--- config.mk ---
export PLATFORM = sky130hd
export DESIGN_NAME = ctrl_unit
export DESIGN_NICKNAME = d
export VERILOG_FILES = /design/src/rtl/ctrl_unit.sv
export SDC_FILE = /design/constraint.sdc
export NUM_CORES = 1
export LEC_CHECK = 0
export CORE_UTILIZATION = 40
export CTS_CLUSTER_SIZE = 28
export DETAILED_ROUTE_END_ITERATION = 10
export REMOVE_ABC_BUFFERS = 1
export SYNTH_ARGS = -nofsm -noshare
export SYNTH_HDL_FRONTEND = slang
export SYNTH_SLANG_ARGS = --single-unit
--- constraint.sdc ---
create_clock -name clk -period 3.1 [get_ports clk]
set_clock_uncertainty 0.1 [all_clocks]
set_input_delay 0.62 -clock clk [delete_from_list [all_inputs] [get_ports clk]]
set_output_delay 0.62 -clock clk [all_outputs]
set_load 0.01 [all_outputs]
--- src/rtl/ctrl_unit.sv ---
// ctrl_unit: fetch/decode/sequence controller driving the 16-bit datapath control side.
// Every output is a register updated together with the state, so strobes are glitch-free.
module ctrl_unit #(
    parameter int DWIDTH  = 16,
    parameter int TIMEOUT = 8
) (
    input  logic              clk,
    input  logic              rst,
    input  logic              start,
    input  logic [DWIDTH-1:0] ins_data,
    input  logic              ins_ack,
    output logic              ins_req,
    output logic              dp_en_in,
    input  logic              dp_done,
    output logic              en_pc_pulse,
    output logic [1:0]        pc_ctrl,
    output logic [1:0]        rd,
    output logic [1:0]        rs,
    output logic [3:0]        reg_en,
    output logic [2:0]        alu_func,
    output logic              alu_in_sel,
    output logic              ldr_sel,
    output logic [7:0]        offset,
    output logic [7:0]        offset_addr,
    output logic              mem_rd,
    output logic              mem_wr,
    input  logic              mem_ack,
    output logic              halted,
    output logic              err
);
    typedef enum logic [3:0] {
        IDLE, CLR, FETCH, DECODE, EXEC, WAIT, MEM, WB, JUMP, NEXT, HALT
    } state_t;

    localparam logic [7:0] CNT_LAST = 8'(TIMEOUT - 1);

    state_t            state;
    logic [DWIDTH-1:0] ir;
    logic [7:0]        cnt;
    logic [3:0]        op;
    logic              is_alu;
    logic [2:0]        func;
    logic              timeout;

    assign op      = ir[15:12];
    assign is_alu  = op >= 4'd1 && op <= 4'd5;
    // ADD/SUB/AND/OR map straight from the opcode; ADDI adds; non-ALU ops pass B through
    assign func    = (op >= 4'd1 && op <= 4'd4) ? 3'(op - 4'd1) : (op == 4'd5 ? 3'b000 : 3'b100);
    assign timeout = cnt == CNT_LAST;

    always_ff @(posedge clk or posedge rst) begin
        if (rst) begin
            state       <= IDLE;
            ir          <= '0;
            cnt         <= '0;
            ins_req     <= 1'b0;
            dp_en_in    <= 1'b0;
            en_pc_pulse <= 1'b0;
            pc_ctrl     <= 2'b00;
            rd          <= 2'b00;
            rs          <= 2'b00;
            reg_en      <= 4'b0000;
            alu_func    <= 3'b000;
            alu_in_sel  <= 1'b0;
            ldr_sel     <= 1'b0;
            offset      <= 8'h00;
            offset_addr <= 8'h00;
            mem_rd      <= 1'b0;
            mem_wr      <= 1'b0;
            halted      <= 1'b0;
            err         <= 1'b0;
        end else begin
            case (state)
                IDLE, HALT: begin
                    if (start) begin
                        state       <= CLR;
                        en_pc_pulse <= 1'b1;
                        pc_ctrl     <= 2'b11;
                        halted      <= 1'b0;
                    end
                end
                CLR, JUMP, NEXT: begin
                    state       <= FETCH;
                    en_pc_pulse <= 1'b0;
                    pc_ctrl     <= 2'b00;
                    ins_req     <= 1'b1;
                    cnt         <= '0;
                end
                FETCH: begin
                    if (ins_ack) begin
                        state   <= DECODE;
                        ir      <= ins_data;
                        ins_req <= 1'b0;
                    end else if (timeout) begin
                        state   <= HALT;
                        ins_req <= 1'b0;
                        halted  <= 1'b1;
                        err     <= 1'b1;
                    end else begin
                        cnt <= cnt + 8'd1;
                    end
                end
                DECODE: begin
                    rd          <= ir[11:10];
                    rs          <= ir[9:8];
                    offset      <= ir[7:0];
                    offset_addr <= ir[7:0];
                    alu_func    <= func;
                    alu_in_sel  <= op == 4'd5;
                    ldr_sel     <= op == 4'd6;
                    cnt         <= '0;
                    if (is_alu) begin
                        state    <= EXEC;
                        dp_en_in <= 1'b1;
                    end else if (op == 4'd6) begin
                        state  <= MEM;
                        mem_rd <= 1'b1;
                    end else if (op == 4'd7) begin
                        state  <= MEM;
                        mem_wr <= 1'b1;
                    end else if (op == 4'd8) begin
                        state       <= JUMP;
                        en_pc_pulse <= 1'b1;
                        pc_ctrl     <= 2'b10;
                    end else if (op == 4'hF) begin
                        state  <= HALT;
                        halted <= 1'b1;
                    end else begin
                        state       <= NEXT;
                        en_pc_pulse <= 1'b1;
                        pc_ctrl     <= 2'b01;
                    end
                end
                EXEC: begin
                    state    <= WAIT;
                    dp_en_in <= 1'b0;
                    cnt      <= '0;
                end
                WAIT: begin
                    if (dp_done) begin
                        state  <= WB;
                        reg_en <= 4'b0001 << rd;
                    end else if (timeout) begin
                        state  <= HALT;
                        halted <= 1'b1;
                        err    <= 1'b1;
                    end else begin
                        cnt <= cnt + 8'd1;
                    end
                end
                MEM: begin
                    if (mem_ack) begin
                        mem_rd <= 1'b0;
                        mem_wr <= 1'b0;
                        if (mem_rd) begin
                            state  <= WB;
                            reg_en <= 4'b0001 << rd;
                        end else begin
                            state       <= NEXT;
                            en_pc_pulse <= 1'b1;
                            pc_ctrl     <= 2'b01;
                        end
                    end else if (timeout) begin
                        state  <= HALT;
                        mem_rd <= 1'b0;
                        mem_wr <= 1'b0;
                        halted <= 1'b1;
                        err    <= 1'b1;
                    end else begin
                        cnt <= cnt + 8'd1;
                    end
                end
                WB: begin
                    state       <= NEXT;
                    reg_en      <= 4'b0000;
                    en_pc_pulse <= 1'b1;
                    pc_ctrl     <= 2'b01;
                end
                default: state <= IDLE;
            endcase
        end
    end
endmodule

## After elaboration in Yosys (flattened, before gate mapping)

Cells that the tools add are included.

| operators by class | value |
|---|---|
| magnitude comparators | 3 |
| equal/unequal tests | 35 |
| shifts and indexed selects | 1 |
| multiplexer cells | 70 |
| reduce and logical (&&, ||, !) cells | 24 |
| $add $sub $neg | 2 |

Operators by type and width:

| cell | count |
|---|---|
| 2-to-1 mux 4 bit | 12 |
| 2-to-1 mux 8 bit | 4 |
| inequality test 2 bit, second input constant | 16 |
| one-hot mux 4 bit (8 select lines) | 1 |
| one-hot mux 8 bit (4 select lines) | 1 |
| 2-to-1 mux 1 bit | 31 |
| equality test 4 x 3 -> 1 bit, second input constant | 7 |
| equality test 4 bit, second input constant | 5 |
| 2-to-1 mux 2 bit | 10 |
| AND reduction 4 bit | 4 |
| one-hot mux 4 bit (3 select lines) | 1 |
| one-hot mux 1 bit (5 select lines) | 2 |
| one-hot mux 2 bit (5 select lines) | 1 |
| AND reduction 10 bit | 1 |
| nonzero test 5 bit | 2 |
| inequality test 3 bit, second input constant | 3 |
| adder 8 x 1 -> 8 bit, second input constant | 1 |
| equality test 4 x 2 -> 1 bit, second input constant | 2 |
| equality test 8 x 3 -> 1 bit, second input constant | 1 |
| <= comparator 4 x 3 -> 1 bit, second input constant | 2 |
| one-hot mux 1 bit (2 select lines) | 4 |
| AND reduction 8 bit | 1 |
| 2-to-1 mux 3 bit | 2 |
| AND reduction 2 bit | 3 |
| 14 further kinds | 18 |

| storage, ports and cells | value |
|---|---|
| output and inout port bits | 38 |
| logic and storage cells | 153 |
| input port bits | 22 |
| register bits | 58 |

## Depth between registers and ports, before layout

| logic depth | value |
|---|---|
| depth in word-level cells | 7 |
| depth in mapped cells | 8 |
| mapped depth without buffers | 7 |

## Worst setup path after synthesis

No wires, ideal clock.

| timing path | value |
|---|---|
| path kind | flip-flop to flip-flop |
| start point | reg ir[12] |
| end point | reg pc_ctrl[1] |
| cell stages (with the launch flop) | 8 |
| setup slack | 993 ps |
| setup time | 125 ps |
| data required time | 2875 ps |
| period minus slack after synthesis | 2107 ps |
| buffers on the path | 0 |
| arrival time | 1883 ps |
| cells stage by stage | dfrtp_1 -> inv_1 -> ha_1 -> or3b_1 -> nor4_1 -> o31ai_1 -> a31oi_2 -> mux2_2 |

| on the way | value |
|---|---|
| longest elaborated chain between the ends | 6 |
| elaborated cells on any way between the ends | 17 |
| classes of those cells | order compare: 2; eq/ne: 8; mux: 5; reduce/logical: 2 |

RTL lines:

| what | line | RTL |
|---|---|---|
| start, declared | 38 | `logic [DWIDTH-1:0] ir;` |
| start signal, assigned | 92 | `ir <= ins_data;` |
| equality test 4 bit | 121 | `end else if (op == 4'd8) begin` |
| 2-to-1 mux 2 bit | 121 |  |
| 2-to-1 mux 2 bit | 118 | `end else if (op == 4'd7) begin` |
| 2-to-1 mux 2 bit | 115 | `end else if (op == 4'd6) begin` |
| 2-to-1 mux 2 bit | 112 | `if (is_alu) begin` |
| one-hot mux 2 bit (5 select lines) | 73 | `case (state)` |
| end signal, assigned | 78 | `pc_ctrl <= 2'b11;` |
| end signal, assigned | 85 | `pc_ctrl <= 2'b00;` |
| end signal, assigned | 124 | `pc_ctrl <= 2'b10;` |
| end, declared | 16 | `output logic [1:0] pc_ctrl,` |

Several ways; a longest one is shown, not always the timed one. The select of a mux whose other input is x is not followed.
A chain may end at the register's enable or synchronous reset.

## Worst setup path after layout

Ends and elaborated chain as after synthesis.

==> results summary <==
The global placement routability congestion is 0.837. The total CTS buffers is 9. Along the worst path, the maximum fanout reaches 6. The core outline area came out at 7410 sq um. The worst voltage drop across the vdd grid came out at 0.550 mV.

The count of flip-flops with a built-in enable after synthesis came out at 0. Per report_power, the sequential group accounts for 35.2% of the total. The clock latency on the worst-skew pair is 0.33 ns.

In this run the remaining antenna-violating nets after routing total 0. The post-cts repair resize count is 0. The initial antenna violation count is 0. In this run the vertical extent of the chip is 90.4 um. The power density of the placed cells is 1010 nW/um^2. At the placement stage, the worst setup path has a slack of 0.529 ns. The mean post-synth cell area came out at 9.98 sq um. The I/O pin total is 60.

The final antenna diode count is 0. The total global-route track usage is 18.4%. The TritonCTS clock tree is built. For this design, the slowest cell found on the critical path is dfrtp_1. The count of hold-fix buffers inserted at cts is 0.

The mean routed wirelength per cell came out at 14.9 um. The launch instance of the worst min-delay path is ir[2]. The layout has 694 filler cells. The final setup TNS is 0 ns. The level count of the clock H-tree came out at 3. The number of vias in the routed layout came out at 2483. The kind of path behind the tightest hold check is flop to flop. The number of global-route vias before repair came out at 2317. The clock period minus worst slack came out at 2.32 ns.

The cell sitting at the root of the clock tree is a clkbuf_8. Counting distinct cell types in the post-synthesis netlist gives 58. The relative contribution of combinational cells to total power is 45.7%. The count of clock tree sinks is 58.

The die covers 8160 sq um. For this run, the number of Yosys warnings is 0. Cells with a size suffix above 1 make up 14.6% of the layout.

In this run, placement finished with an instance count of 452. The final wirelength is 6990 um. The worst setup path is of the flop to flop kind. The count of unresolved DRC violations after routing came out at 0. The data arrival at the endpoint of the critical path is 2.43 ns. In the finished design, the share of the clock period the worst path needs comes to 74.7%.

The switching power of the nets is 1.51 mW. The most used flip-flop cell after synthesis is dfrtp_1. After synthesis, the cell types taking the most area are dfrtp_1 46%, nand2_1 6.7%, mux2_2 6.1%.

The endpoint kind of the worst setup timing path is a flop. The number of buffers inserted by post-CTS setup repair is 0. Setup slack closes at 0.785 ns. In this run the horizontal extent of the chip is 90.4 um.

The effective utilization at floorplan came out at 42.2%. The count of buffers inserted at the top-level ports came out at 59. The top cell type by area accounts for 46.5% of the synthesized area. In the routed layout, each cell is associated on average with a via count of 5.31.

The post-synthesis sequential element count is 58. The placement row count came out at 31. The detailed placer's ending HPWL is 5000 um. The required time of the worst setup path came out at 3.21 ns. The proportion of power drawn by the clock network came out at 19.1%.

The pre-antenna-repair detailed-routing pass consisted of 4 iterations. The synthesized netlist occupies a cell area of 3120 sq um. The flow ran to the end, and the final reports show no timing, DRC or antenna violations.

The worst setup path startpoint is ir[12]. After the last flow step, the layout net total stands at 393. The setup violation total in the final timing report came out at 0. The maximum clock frequency came out at 432 MHz. The number of slew-limit violations in the final report is 0. The max-cap violation count is 0.

Cell internal power was estimated by the tool at 2.49 mW. Walking the worst path, the cells encountered are inv_1, ha_1, or3b_1, nor4_1, o31ai_1, a31oi_2, mux2_2. The total congestion overflow came out at 0. Counting flops with an async set or reset pin after synthesis yields a share of 100%. The first global-routing pass estimated 11800 um of wire. Clock-pin slew was measured on the worst setup and hold paths at 0.07 ns. The standby leakage power came out at 1.74 nW. The synthesized design spends more area on one cell type than any other, namely dfrtp_1. The transition time at the pin with the least slew margin is 0.677 ns. The largest net degree at the start of global routing came out at 31. The register area share after synthesis is 46.5%. In this design, the stage delay of the slowest critical-path cell is 0.43 ns. The count of mapped cells out of synthesis came out at 313. Setup repair after global routing left no endpoint under its margin. The launching point of the worst reg2reg path is ir[12]. The buffer depth of the longest clock path came out at 2. The switching fraction of total power came out at 37.7%. From synthesis to final layout, the design area changed by 27.1%.

The number of cells in the finished layout apart from fillers came out at 468. STA classifies the critical path startpoint as a flop. The hold violation total from the final report came out at 0. The initial detailed-routing violation count came out at 146. The worst pin sits at a relative slew slack of 54.9%.
[power groups by stage]
stage	registers [mW]	clock network (mW)	logic [mW]
after floorplan	1.45	0	1.02
after CTS	1.41	0.790	1.84
after global routing	1.46	0.822	2.00
after detailed placement	1.42	0	1.84
final	1.40	0.763	1.83
after global placement	1.41	0	1.81
[cells in the mapped netlist, drive strengths merged (2+ instances only)]
master and number:
dfrtp 58, nand2 57, nor2 20, mux2 18, buf 17, o21ai 14, a21oi 10, nand3 10
inv 9, ha 7, clkbuf 6, a31oi 5, nand2b 5, nor3 5, o31ai 5, a22o 4
and3 4, nor2b 4, nor3b 4, xor2 4, a221oi 3, a2bb2oi 3, mux2i 3, o211ai 3
o21a 3, o221ai 3, or2 3, a22oi 2, and4bb 2, nand4b 2, nor4 2, o22ai 2
or3 2
[logic make-up after synthesis]
kind of cell	count (synthesis)	share of synthesized area, %
compound gates	65	16.0
xor+xnor	5	1.40
fa+ha+maj	7	2.80
buf+inv	32	5.25
flops	58	46.5
mux	21	7.57
simple gates	125	20.5
[layout make-up]
type / instances / area (sq um) / area share, %
clock inverters: 6 / 91.3 / 2.30
flip-flops and latches: 58 / 1450 / 36.6
inverters: 9 / 33.8 / 0.851
well taps: 99 / 124 / 3.12
clock buffers: 10 / 128 / 3.22
repair buffers: 63 / 633 / 16.0
multi-input cells: 223 / 1510 / 38.0
[registers in the layout, indices dropped and copies added (netlist names), 2 cells and up]
name,count
ir,16
cnt,8
offset_addr,8
reg_en,4
state,4
alu_func,3
pc_ctrl,2
rd,2
rs,2
[stage by stage]
stage	power (mW)	util [%]	hold WS (ns)	instance area (sq um)
finish	3.99	53.6	0.364	3970
global route	4.29	53.6	0.389	3970
CTS	4.04	53.6	0.369	3970
detailed placement	3.25	50.6	0.350	3750
global placement	3.23	50.6	0.341	3750
floorplan	2.47	-	0.333	2990
[worst max-delay path: cells and delay by family, from the launching register on]
kind,cells,cell delay [ns]
flops,1,0.43
simple gates,2,0.60
fa+ha+maj,1,0.27
compound gates,2,0.35
buf+inv,1,0.10
mux,1,0.36
[worst paths after layout]
check	depth (start not counted)	slack, ns	endpoint
max	7	0.78	pc_ctrl[1]
min	2	0.36	offset_addr[2]
max reg2reg	7	0.78	pc_ctrl[1]
min reg2reg	2	0.36	offset_addr[2]
max in group asynchronous	3	1.73	pc_ctrl[1]
min in group asynchronous	2	0.59	ir[5]
[per-layer routing]
layer | global-route usage, % | part of all wire, % | vias up
met5 | 0 | 0 | -
met4 | 4.57 | 0.53 | 0
met3 | 5.81 | 6.5 | 4
met2 | 27.9 | 46 | 68
met1 | 25.4 | 47 | 1210
li1 | - | - | 1201
[placed cells by master, fill, tap and decap left out, drive strengths merged, types with 5 or more instances in the layout]
cell           count
a21oi             10
a31oi              5
clkbuf            10
clkdlybuf4s50     59
dfrtp             58
ha                 7
inv                9
mux2              18
nand2             57
nand2b             5
nand3             10
nor2              20
nor3               5
o21ai             14
o31ai              5
No activity file was read; power rests on OpenSTA's default activity.
